**src/rtl/uart2pwm_pkg.sv**
```systemverilog
// uart2pwm shared definitions: FSM state encodings,
// default bit timing, frame constants and a 2-of-3 vote helper.
package uart2pwm_pkg;

    // 50 MHz clock / 115200 baud
    localparam int DEF_CLKS_PER_BIT = 434;
    localparam int DATA_BITS        = 8;

    typedef enum logic [2:0] {
        ST_IDLE      = 3'd0,
        ST_START     = 3'd1,
        ST_DATA      = 3'd2,
        ST_STOP      = 3'd3,
        ST_WAIT_HIGH = 3'd4
    } state_t;

    function automatic logic maj3(
        input logic a,
        input logic b,
        input logic c
    );
        return (a & b) | (a & c) | (b & c);
    endfunction

endpackage

```
**src/rtl/uart2pwm_sync.sv**
```systemverilog
// Two-flop synchroniser for an asynchronous input.
// Ports: clk, rst (sync, active-high), d (async in), q (synchronised out).
module uart2pwm_sync #(
    parameter logic RST_VAL = 1'b1
) (
    input  logic clk,
    input  logic rst,
    input  logic d,
    output logic q
);

    logic meta;

    always_ff @(posedge clk) begin
        if (rst) begin
            meta <= RST_VAL;
            q    <= RST_VAL;
        end else begin
            meta <= d;
            q    <= meta;
        end
    end

endmodule

```
**src/rtl/uart2pwm_rx.sv**
```systemverilog
// UART 8N1 receiver with mid-bit 3-sample majority vote.
// Ports: clk, rst (sync, active-high), rx (async serial in),
//        data (last good byte), valid / frame_err (1-cycle strobes), busy.
module uart2pwm_rx
    import uart2pwm_pkg::*;
#(
    parameter int CLKS_PER_BIT = DEF_CLKS_PER_BIT
) (
    input  logic       clk,
    input  logic       rst,
    input  logic       rx,
    output logic [7:0] data,
    output logic       valid,
    output logic       frame_err,
    output logic       busy
);

    localparam int MID = CLKS_PER_BIT / 2;
    localparam int CW  = $clog2(CLKS_PER_BIT);

    localparam logic [CW-1:0] C_LAST = CW'(CLKS_PER_BIT - 1);
    localparam logic [CW-1:0] C_S0   = CW'(MID - 1);
    localparam logic [CW-1:0] C_S1   = CW'(MID);
    localparam logic [CW-1:0] C_DEC  = CW'(MID + 1);
    localparam logic [2:0]    I_LAST = 3'(DATA_BITS - 1);

    logic rx_s;

    uart2pwm_sync #(
        .RST_VAL (1'b1)
    ) u_sync (
        .clk (clk),
        .rst (rst),
        .d   (rx),
        .q   (rx_s)
    );

    state_t        state, state_n;
    logic [CW-1:0] cnt, cnt_n;
    logic [2:0]    idx, idx_n;
    logic [7:0]    shift, shift_n;
    logic [7:0]    data_n;
    logic          valid_n, ferr_n;
    logic          v0, v0_n;
    logic          v1, v1_n;

    logic wrap, dec, bitv;

    assign wrap = (cnt == C_LAST);
    assign dec  = (cnt == C_DEC);
    // Third sample is the live rx_s at the decision cycle
    assign bitv = maj3(v0, v1, rx_s);
    assign busy = (state != ST_IDLE);

    always_ff @(posedge clk) begin
        if (rst) begin
            state     <= ST_IDLE;
            cnt       <= '0;
            idx       <= '0;
            shift     <= '0;
            data      <= '0;
            valid     <= 1'b0;
            frame_err <= 1'b0;
            v0        <= 1'b0;
            v1        <= 1'b0;
        end else begin
            state     <= state_n;
            cnt       <= cnt_n;
            idx       <= idx_n;
            shift     <= shift_n;
            data      <= data_n;
            valid     <= valid_n;
            frame_err <= ferr_n;
            v0        <= v0_n;
            v1        <= v1_n;
        end
    end

    always_comb begin
        state_n = state;
        cnt_n   = wrap ? '0 : cnt + CW'(1);
        idx_n   = idx;
        shift_n = shift;
        data_n  = data;
        valid_n = 1'b0;
        ferr_n  = 1'b0;
        v0_n    = (cnt == C_S0) ? rx_s : v0;
        v1_n    = (cnt == C_S1) ? rx_s : v1;

        unique case (state)
            ST_IDLE: begin
                cnt_n = '0;
                if (!rx_s) begin
                    state_n = ST_START;
                end
            end
            ST_START: begin
                if (dec && bitv) begin
                    // Start bit did not hold: treat as a glitch
                    state_n = ST_IDLE;
                    cnt_n   = '0;
                end else if (wrap) begin
                    state_n = ST_DATA;
                    idx_n   = '0;
                end
            end
            ST_DATA: begin
                if (dec) begin
                    shift_n = {bitv, shift[7:1]};
                end
                if (wrap) begin
                    if (idx == I_LAST) begin
                        state_n = ST_STOP;
                    end else begin
                        idx_n = idx + 3'd1;
                    end
                end
            end
            ST_STOP: begin
                // Decide at mid stop bit so the next start edge
                // can be caught with no inter-frame gap
                if (dec) begin
                    cnt_n = '0;
                    if (bitv) begin
                        data_n  = shift;
                        valid_n = 1'b1;
                        state_n = ST_IDLE;
                    end else begin
                        ferr_n  = 1'b1;
                        state_n = ST_WAIT_HIGH;
                    end
                end
            end
            ST_WAIT_HIGH: begin
                cnt_n = '0;
                if (rx_s) begin
                    state_n = ST_IDLE;
                end
            end
            default: begin
                state_n = ST_IDLE;
                cnt_n   = '0;
            end
        endcase
    end

endmodule

```
**config.mk**
```make
export PLATFORM = sky130hd
export DESIGN_NAME = uart2pwm_rx
export DESIGN_NICKNAME = d
export VERILOG_FILES = /design/src/rtl/uart2pwm_pkg.sv /design/src/rtl/uart2pwm_sync.sv /design/src/rtl/uart2pwm_rx.sv
export SDC_FILE = /design/constraint.sdc
export NUM_CORES = 1
export LEC_CHECK = 0
export CAP_MARGIN = 20
export CORE_MARGIN = 1
export CORE_UTILIZATION = 50
export DETAILED_ROUTE_END_ITERATION = 10
export PLACE_DENSITY = 0.75
export SKIP_LAST_GASP = 1
export SLEW_MARGIN = 0
export SYNTH_ARGS = -nofsm -noshare
export SYNTH_HDL_FRONTEND = slang
export SYNTH_SLANG_ARGS = --single-unit
export TNS_END_PERCENT = 20
```
**constraint.sdc**
```tcl
create_clock -name clk -period 1.9 [get_ports clk]
set_clock_uncertainty 0.05 [all_clocks]
set_input_delay 0.19 -clock clk [delete_from_list [all_inputs] [get_ports clk]]
set_output_delay 0.19 -clock clk [all_outputs]
set_load 0.005 [all_outputs]
```
==> run_results.csv, run 1 <==
group,metric,value,unit
status,status,"completed",
critical_path,cp_max_fo,3,
detailed_routing,drt-pass1-iter-count,4,
critical_path,r2r_slack,0.05,ns
worst_hold_path,hold_path.startpoint,"rx",
die,std_cell_rows,20,
final_layout,regArea,748,µm²
clocking,htreeDepth,2,
die,core,3080,µm²
die,fp.dieW,59.1,µm
critical_path,cp.arrival,2.04,ns
placement,dp_cells,222,
critical_path,r2r_cells,7,
placement,gp_congestion,0.805,
die,ios,14,
sta,final-hold-violation-count,0,
clocking,cts.path.max_buffers,2,
yosys,synth_top_area_share,45.4,%
sta,fin_hold_ws,0.363,ns
detailed_routing,wl_per_cell,12.8,µm
yosys,synth.distinct_cells,38,
sta,fin_crit_sh,97.5,%
grt,grt_use_total,19.1,%
detailed_routing,drc_errors,0,
final_layout,final_cells,238,
final_layout,multi_input_area,920,µm²
final_layout,nNetsFinal,202,
clocking,root_buffer,"clkbuf_4",
clocking,cts_sinks,37,
sta,drv_slew,0,
yosys,syn_area_per_cell,10.1,µm²
sta,rsz0062_at_grt,"yes",
clocking,cts.reportedPaths.clkPinSlew,0.11,ns
yosys,async_flop_share,0,%
job,drv_cap,0,
worst_hold_path,worstHoldPathCells,2,
critical_path,cp_slowest_cell,"dfxtp_4",
critical_path,path_depth,7,
critical_path,cp-end-kind,"register",
detailed_routing,antenna_left,0,
worst_hold_path,min_to,"u_sync.meta",
critical_path,cpLargestDelayFamily,"simple AND/OR/NAND/NOR gates",
clocking,numCtsBuffers,5,
yosys,synth.area.top_cells,"dfxtp_1 (45%), mux2i_1 (12%), nor2_1 (6.9%)",
final_layout,syn2layout_area_growth,27.8,%
die,die_height,59.1,µm
grt,grt_pass1_vias,1146,
detailed_routing,drt_iter0_markers,30,
yosys,synth_edf_count,0,
die,initial_core_util,53.0,%
clocking,worstSkewPairLatency,0.34,ns
die,fp.dieArea,3500,µm²
placement,dp_hpwl,2050,µm
yosys,syn_nets,170,
critical_path,timing.rr.end,"idx[0]",
final_layout,diodes,0,
critical_path,cp-start-kind,"register",
power,power_density,733,nW/µm²
critical_path,crit_chain,"inv_2 > ha_2 > and4bb_2 > nand3_4 > and2_4 > o21ai_2 > mux2_4",
yosys,synthCells,161,
power,p_leak,0.844,nW
sta,period_minus_slack,1.85,ns
detailed_routing,routed-via-count,1218,
clocking,holdBufCountCts,0,
detailed_routing,routed_wl,3060,µm
critical_path,cp_slowest_stage_delay,0.37,ns
critical_path,r2r_start,"cnt[0]",
grt,antenna_found_initial,0,
grt,grt_first_pass_wirelength,4950,µm
yosys,synth-main-ff-cell,"dfxtp_1",
yosys,synth_seq_area_share,45.4,%
final_layout,final.fill_count,234,
power,max-vdd-ir-drop,0.697,mV
grt,grt_max_degree,21,
detailed_routing,avgViaCountPerCell,5.12,
yosys,yosysTopAreaCell,"dfxtp_1",
sta,fmax,0.540,GHz
yosys,ys_warn_count,0,
worst_hold_path,hp-class,"primary input to register",
placement,port_buffers,13,
sta,maxSlewHeadroom,66.2,%
yosys,syn_area,1630,µm²
sta,setup_violations,0,
critical_path,critPathRequiredTime,2.09,ns
yosys,yosys-top-cells-count,"dfxtp_1 (37), nor2_1 (30), mux2i_1 (20), ha_1 (6), nand2_1 (6)",
critical_path,critPathKind,"register to register",
sta,worst_slew_pin_slew,0.502,ns
final_layout,drive_gt1_share,25.3,%
grt,grt.overflow.total,0,
clocking,cts_tree,"done",
critical_path,crit_buf_inv,1,
yosys,synth_most_common_cell,"dfxtp_1",
yosys,synth-seq-cells,37,
[logic make-up after synthesis]
family | count (synthesis) | share of synthesized area, %
simple gates | 71 | 24.4
xor+xnor | 8 | 4.29
flops | 37 | 45.4
fa+ha+maj | 7 | 5.21
buf+inv | 7 | 1.69
mux | 23 | 14.6
compound gates | 8 | 4.52
[per-layer routing]
metal	vias up	wire, µm	GRT usage, %	share of wire (%)
li1	610	-	-	-
met1	581	1410	23.6	46
met2	18	1470	30.8	48
met3	9	97	4.59	3.2
met4	0	77	10.2	2.5
met5	-	0	0	0
[cells in the final DEF (no fill, tap or decap), types with 3 or more instances in the layout]
master           netlist  routed
dfxtp_1               37      35
nor2_1                30      30
mux2i_1               20      20
buf_4                  0      14
clkdlybuf4s50_1        0      13
nand2_1                6       6
nor3_1                 5       5
xor2_1                 5       5
clkbuf_4               0       5
nor2b_1                4       4
ha_1                   6       4
nand3b_1               3       3
nand3_1                3       3
xnor2_1                3       3
mux2_4                 1       3
[where the power goes]
group | internal (mW) | switching [mW] | total [mW]
registers | 0.785 | 0.0213 | 0.806
logic | 0.0976 | 0.0797 | 0.177
clock network | 0.279 | 0.268 | 0.547
total | 1.16 | 0.370 | 1.53
[worst max-delay path by stage]
stage,to,from,slack [ns]
floorplan,idx[0],cnt[0],0.03
global placement,state[0],cnt[1],0.006
detailed placement,state[2],cnt[1],-0.06
CTS,state[0],cnt[1],0.005
global route,shift[3],cnt[4],-0.04
finish,idx[0],cnt[0],0.05
[state kept, by name, summed over array words and instances (netlist names)]
register	flops
state	3
u_sync.q	1
v1	1
cnt	9
shift	8
data	8
idx	3
u_sync.meta	1
v0	1
valid	1
frame_err	1
[metrics by stage]
step	total power [mW]	TNS [ns]	worst slack (ns)	util (%)	cell area, µm²
2_1_floorplan	0.918	0	0.0255	-	1630
3_3_place_gp	0.957	0	0.00578	60.5	1860
4_1_cts	1.50	0	0.00498	63.6	1960
5_1_grt	1.61	-0.494	-0.0387	67.8	2090
3_5_place_dp	0.962	-0.185	-0.0597	60.5	1860
6_report	1.53	0	0.0469	67.8	2090
[timing repair]
| item | 4_1_cts | 5_1_grt |
|---|---|---|
| buffers inserted | 1 | 7 |
| setup endpoints to repair | 10 | 24 |
| pin swaps | 1 | 7 |
| resized for setup | 1 | 18 |
[area by class of cell]
cell class              instances  area share, %
well taps                      44           2.64
inverters                       3          0.659
multi-input cells             117           44.1
repair buffers                 29           12.8
flip-flops and latches         37           35.9
clock inverters                 3           2.22
clock buffers                   5           1.80
Power figures use the tool's default switching activity.
==> run 2, diff against run 1 <==
--- a/config.mk
+++ b/config.mk
@@ -7,9 +7,9 @@
 export LEC_CHECK = 0
 export CAP_MARGIN = 20
 export CORE_MARGIN = 1
-export CORE_UTILIZATION = 50
+export CORE_UTILIZATION = 40
 export DETAILED_ROUTE_END_ITERATION = 10
-export PLACE_DENSITY = 0.75
+export PLACE_DENSITY = 0.63
 export SKIP_LAST_GASP = 1
 export SLEW_MARGIN = 0
 export SYNTH_ARGS = -nofsm -noshare
==> run 2 against run 1 <==
  * Final cell count is the same
  * Global-route usage decreased by 2.6 points
  * Maximum frequency down 2.4%
  * Sequential power about the same
  * Power fell by 2.1%
  * Critical path type unchanged
  * Critical path depth fell by 1
  * Largest power group unchanged
  * Via count down 2.3%
  * Worst hold slack better by 0.0029 ns
  * Worst setup slack got worse by 0.045 ns
  * Wire length increased by 3.2%
==> run_results.csv, run 2 (synthesis results as in run 1) <==
group,metric,value,unit
status,status,"completed",
detailed_routing,routed_wl,3160,µm
detailed_routing,drc_errors,0,
sta,setup_tns,0,ns
critical_path,cp-start-kind,"register",
final_layout,multi_input_area,931,µm²
critical_path,r2r_cells,6,
die,initial_core_util,43.0,%
critical_path,startpoint,"cnt[1]",
final_layout,top_regs,"cnt (9), data (8), shift (8)",
final_layout,regArea,746,µm²
detailed_routing,drt_iter0_markers,57,
power,max-vdd-ir-drop,0.445,mV
clocking,cts_sinks,37,
critical_path,r2r_slack,0.002,ns
die,die_height,65.9,µm
critical_path,cp-endpoint,"state[0]",
die,core,3800,µm²
grt,grt.overflow.total,0,
final_layout,nNetsFinal,198,
clocking,worstSkewPairLatency,0.28,ns
placement,dp_hpwl,2110,µm
critical_path,critPathKind,"register to register",
clocking,cts_tree,"done",
grt,antenna_found_initial,0,
power,p_leak,0.829,nW
critical_path,timing.rr.end,"state[0]",
job,drv_cap,0,
detailed_routing,routed-via-count,1190,
final_layout,diodes,0,
critical_path,cp-end-kind,"register",
die,std_cell_rows,22,
critical_path,cp_max_fo,4,
final_layout,final_common_cell,"dfxtp_1",
final_layout,final_cells,238,
grt,grt_first_pass_wirelength,5380,µm
clocking,numCtsBuffers,5,
final_layout,largest_reg_flops,9,
detailed_routing,antenna_left,0,
sta,final-hold-violation-count,0,
final_layout,largest-register,"cnt",
sta,setup_violations,0,
critical_path,r2r_start,"cnt[1]",
detailed_routing,wl_per_cell,13.3,µm
clocking,cts.reportedPaths.clkPinSlew,0.07,ns
sta,period_minus_slack,1.90,ns
clocking,htreeDepth,2,
final_layout,layout_common_cells,"dfxtp_1 (35), nor2_1 (30), mux2i_1 (20), clkdlybuf4s50_1 (13), buf_4 (8)",
die,fp.dieArea,4340,µm²
sta,drv_slew,0,
final_layout,syn2layout_area_growth,26.5,%
worst_hold_path,hp-class,"register to register",
placement,port_buffers,13,
detailed_routing,drt-pass1-iter-count,4,
sta,fin_crit_sh,99.9,%
grt,grt_max_degree,33,
grt,grt_use_total,16.5,%
placement,dp_cells,226,
final_layout,final.fill_count,339,
sta,fin_hold_ws,0.366,ns
sta,maxSlewHeadroom,64.1,%
detailed_routing,avgViaCountPerCell,5.00,
clocking,cts.path.max_buffers,2,
power,power,1.50,mW
final_layout,drive_gt1_share,24.2,%
die,ios,14,
clocking,holdBufCountCts,0,
final_layout,fin_util,54.4,%
critical_path,cp.arrival,2.02,ns
critical_path,critPathRequiredTime,2.02,ns
clocking,root_buffer,"clkbuf_8",
sta,worst_slew_pin_slew,0.536,ns
sta,rsz0062_at_grt,"yes",
placement,gp_congestion,0.782,
die,fp.dieW,65.9,µm
sta,fmax,0.527,GHz
power,power_density,725,nW/µm²
grt,grt_pass1_vias,1218,
[run 2: final cells by class]
type / count / share of cell area, %
flip-flops and latches: 37 / 36.1
well taps: 48 / 2.91
clock inverters: 2 / 0.485
repair buffers: 25 / 11.4
clock buffers: 6 / 3.51
inverters: 3 / 0.545
multi-input cells: 117 / 45.1
[run 2: how the worst min path moves through the flow]
| stage | start | end | slack (ns) | cells after the start |
|---|---|---|---|---|
| finish | u_sync.meta | u_sync.q | 0.37 | 1 |
| global route | u_sync.meta | u_sync.q | 0.38 | 1 |
| CTS | u_sync.meta | u_sync.q | 0.36 | 1 |
| detailed placement | u_sync.meta | u_sync.q | 0.35 | 1 |
| global placement | u_sync.meta | u_sync.q | 0.35 | 1 |
| floorplan | rx | u_sync.meta | 0.24 | 1 |
[run 2: power breakdown]
part	total [mW]	leakage, nW	internal [mW]	switching [mW]
combinational	0.178	0.484	0.0948	0.0832
sequential	0.805	0.300	0.786	0.0185
clock	0.515	0.0450	0.254	0.261
[run 2: critical path: stages, from the launching register on]
cell     delay, ns
dfxtp_2       0.34
inv_2         0.09
ha_4          0.13
or4b_4        0.46
nor3_4        0.31
o21ai_2       0.12
mux2_4        0.31
[run 2: layer usage]
metal / vias up / GRT usage, % / share of wire [%]
li1: 607 / - / -
met3: 6 / 3.62 / 2.5
met1: 561 / 19.3 / 46
met4: 0 / 7.34 / 1.2
met5: - / 0 / 0
met2: 16 / 28.3 / 50
[run 2: what timing repair did]
| action | 4_1_cts | 5_1_grt |
|---|---|---|
| endpoints found under the setup margin | 11 | 23 |
| gates resized for setup | 1 | 23 |
| setup buffers | 2 | 2 |
| pin swaps | 2 | 6 |
[run 2: stage by stage]
step                      setup slack [ns]  cell area [µm²]
after floorplan                     0.0255             1630
after global placement             0.00447             1870
after detailed placement           -0.0591             1870
after CTS                        -0.000933             1970
after global routing               -0.0635             2070
final                              0.00160             2070
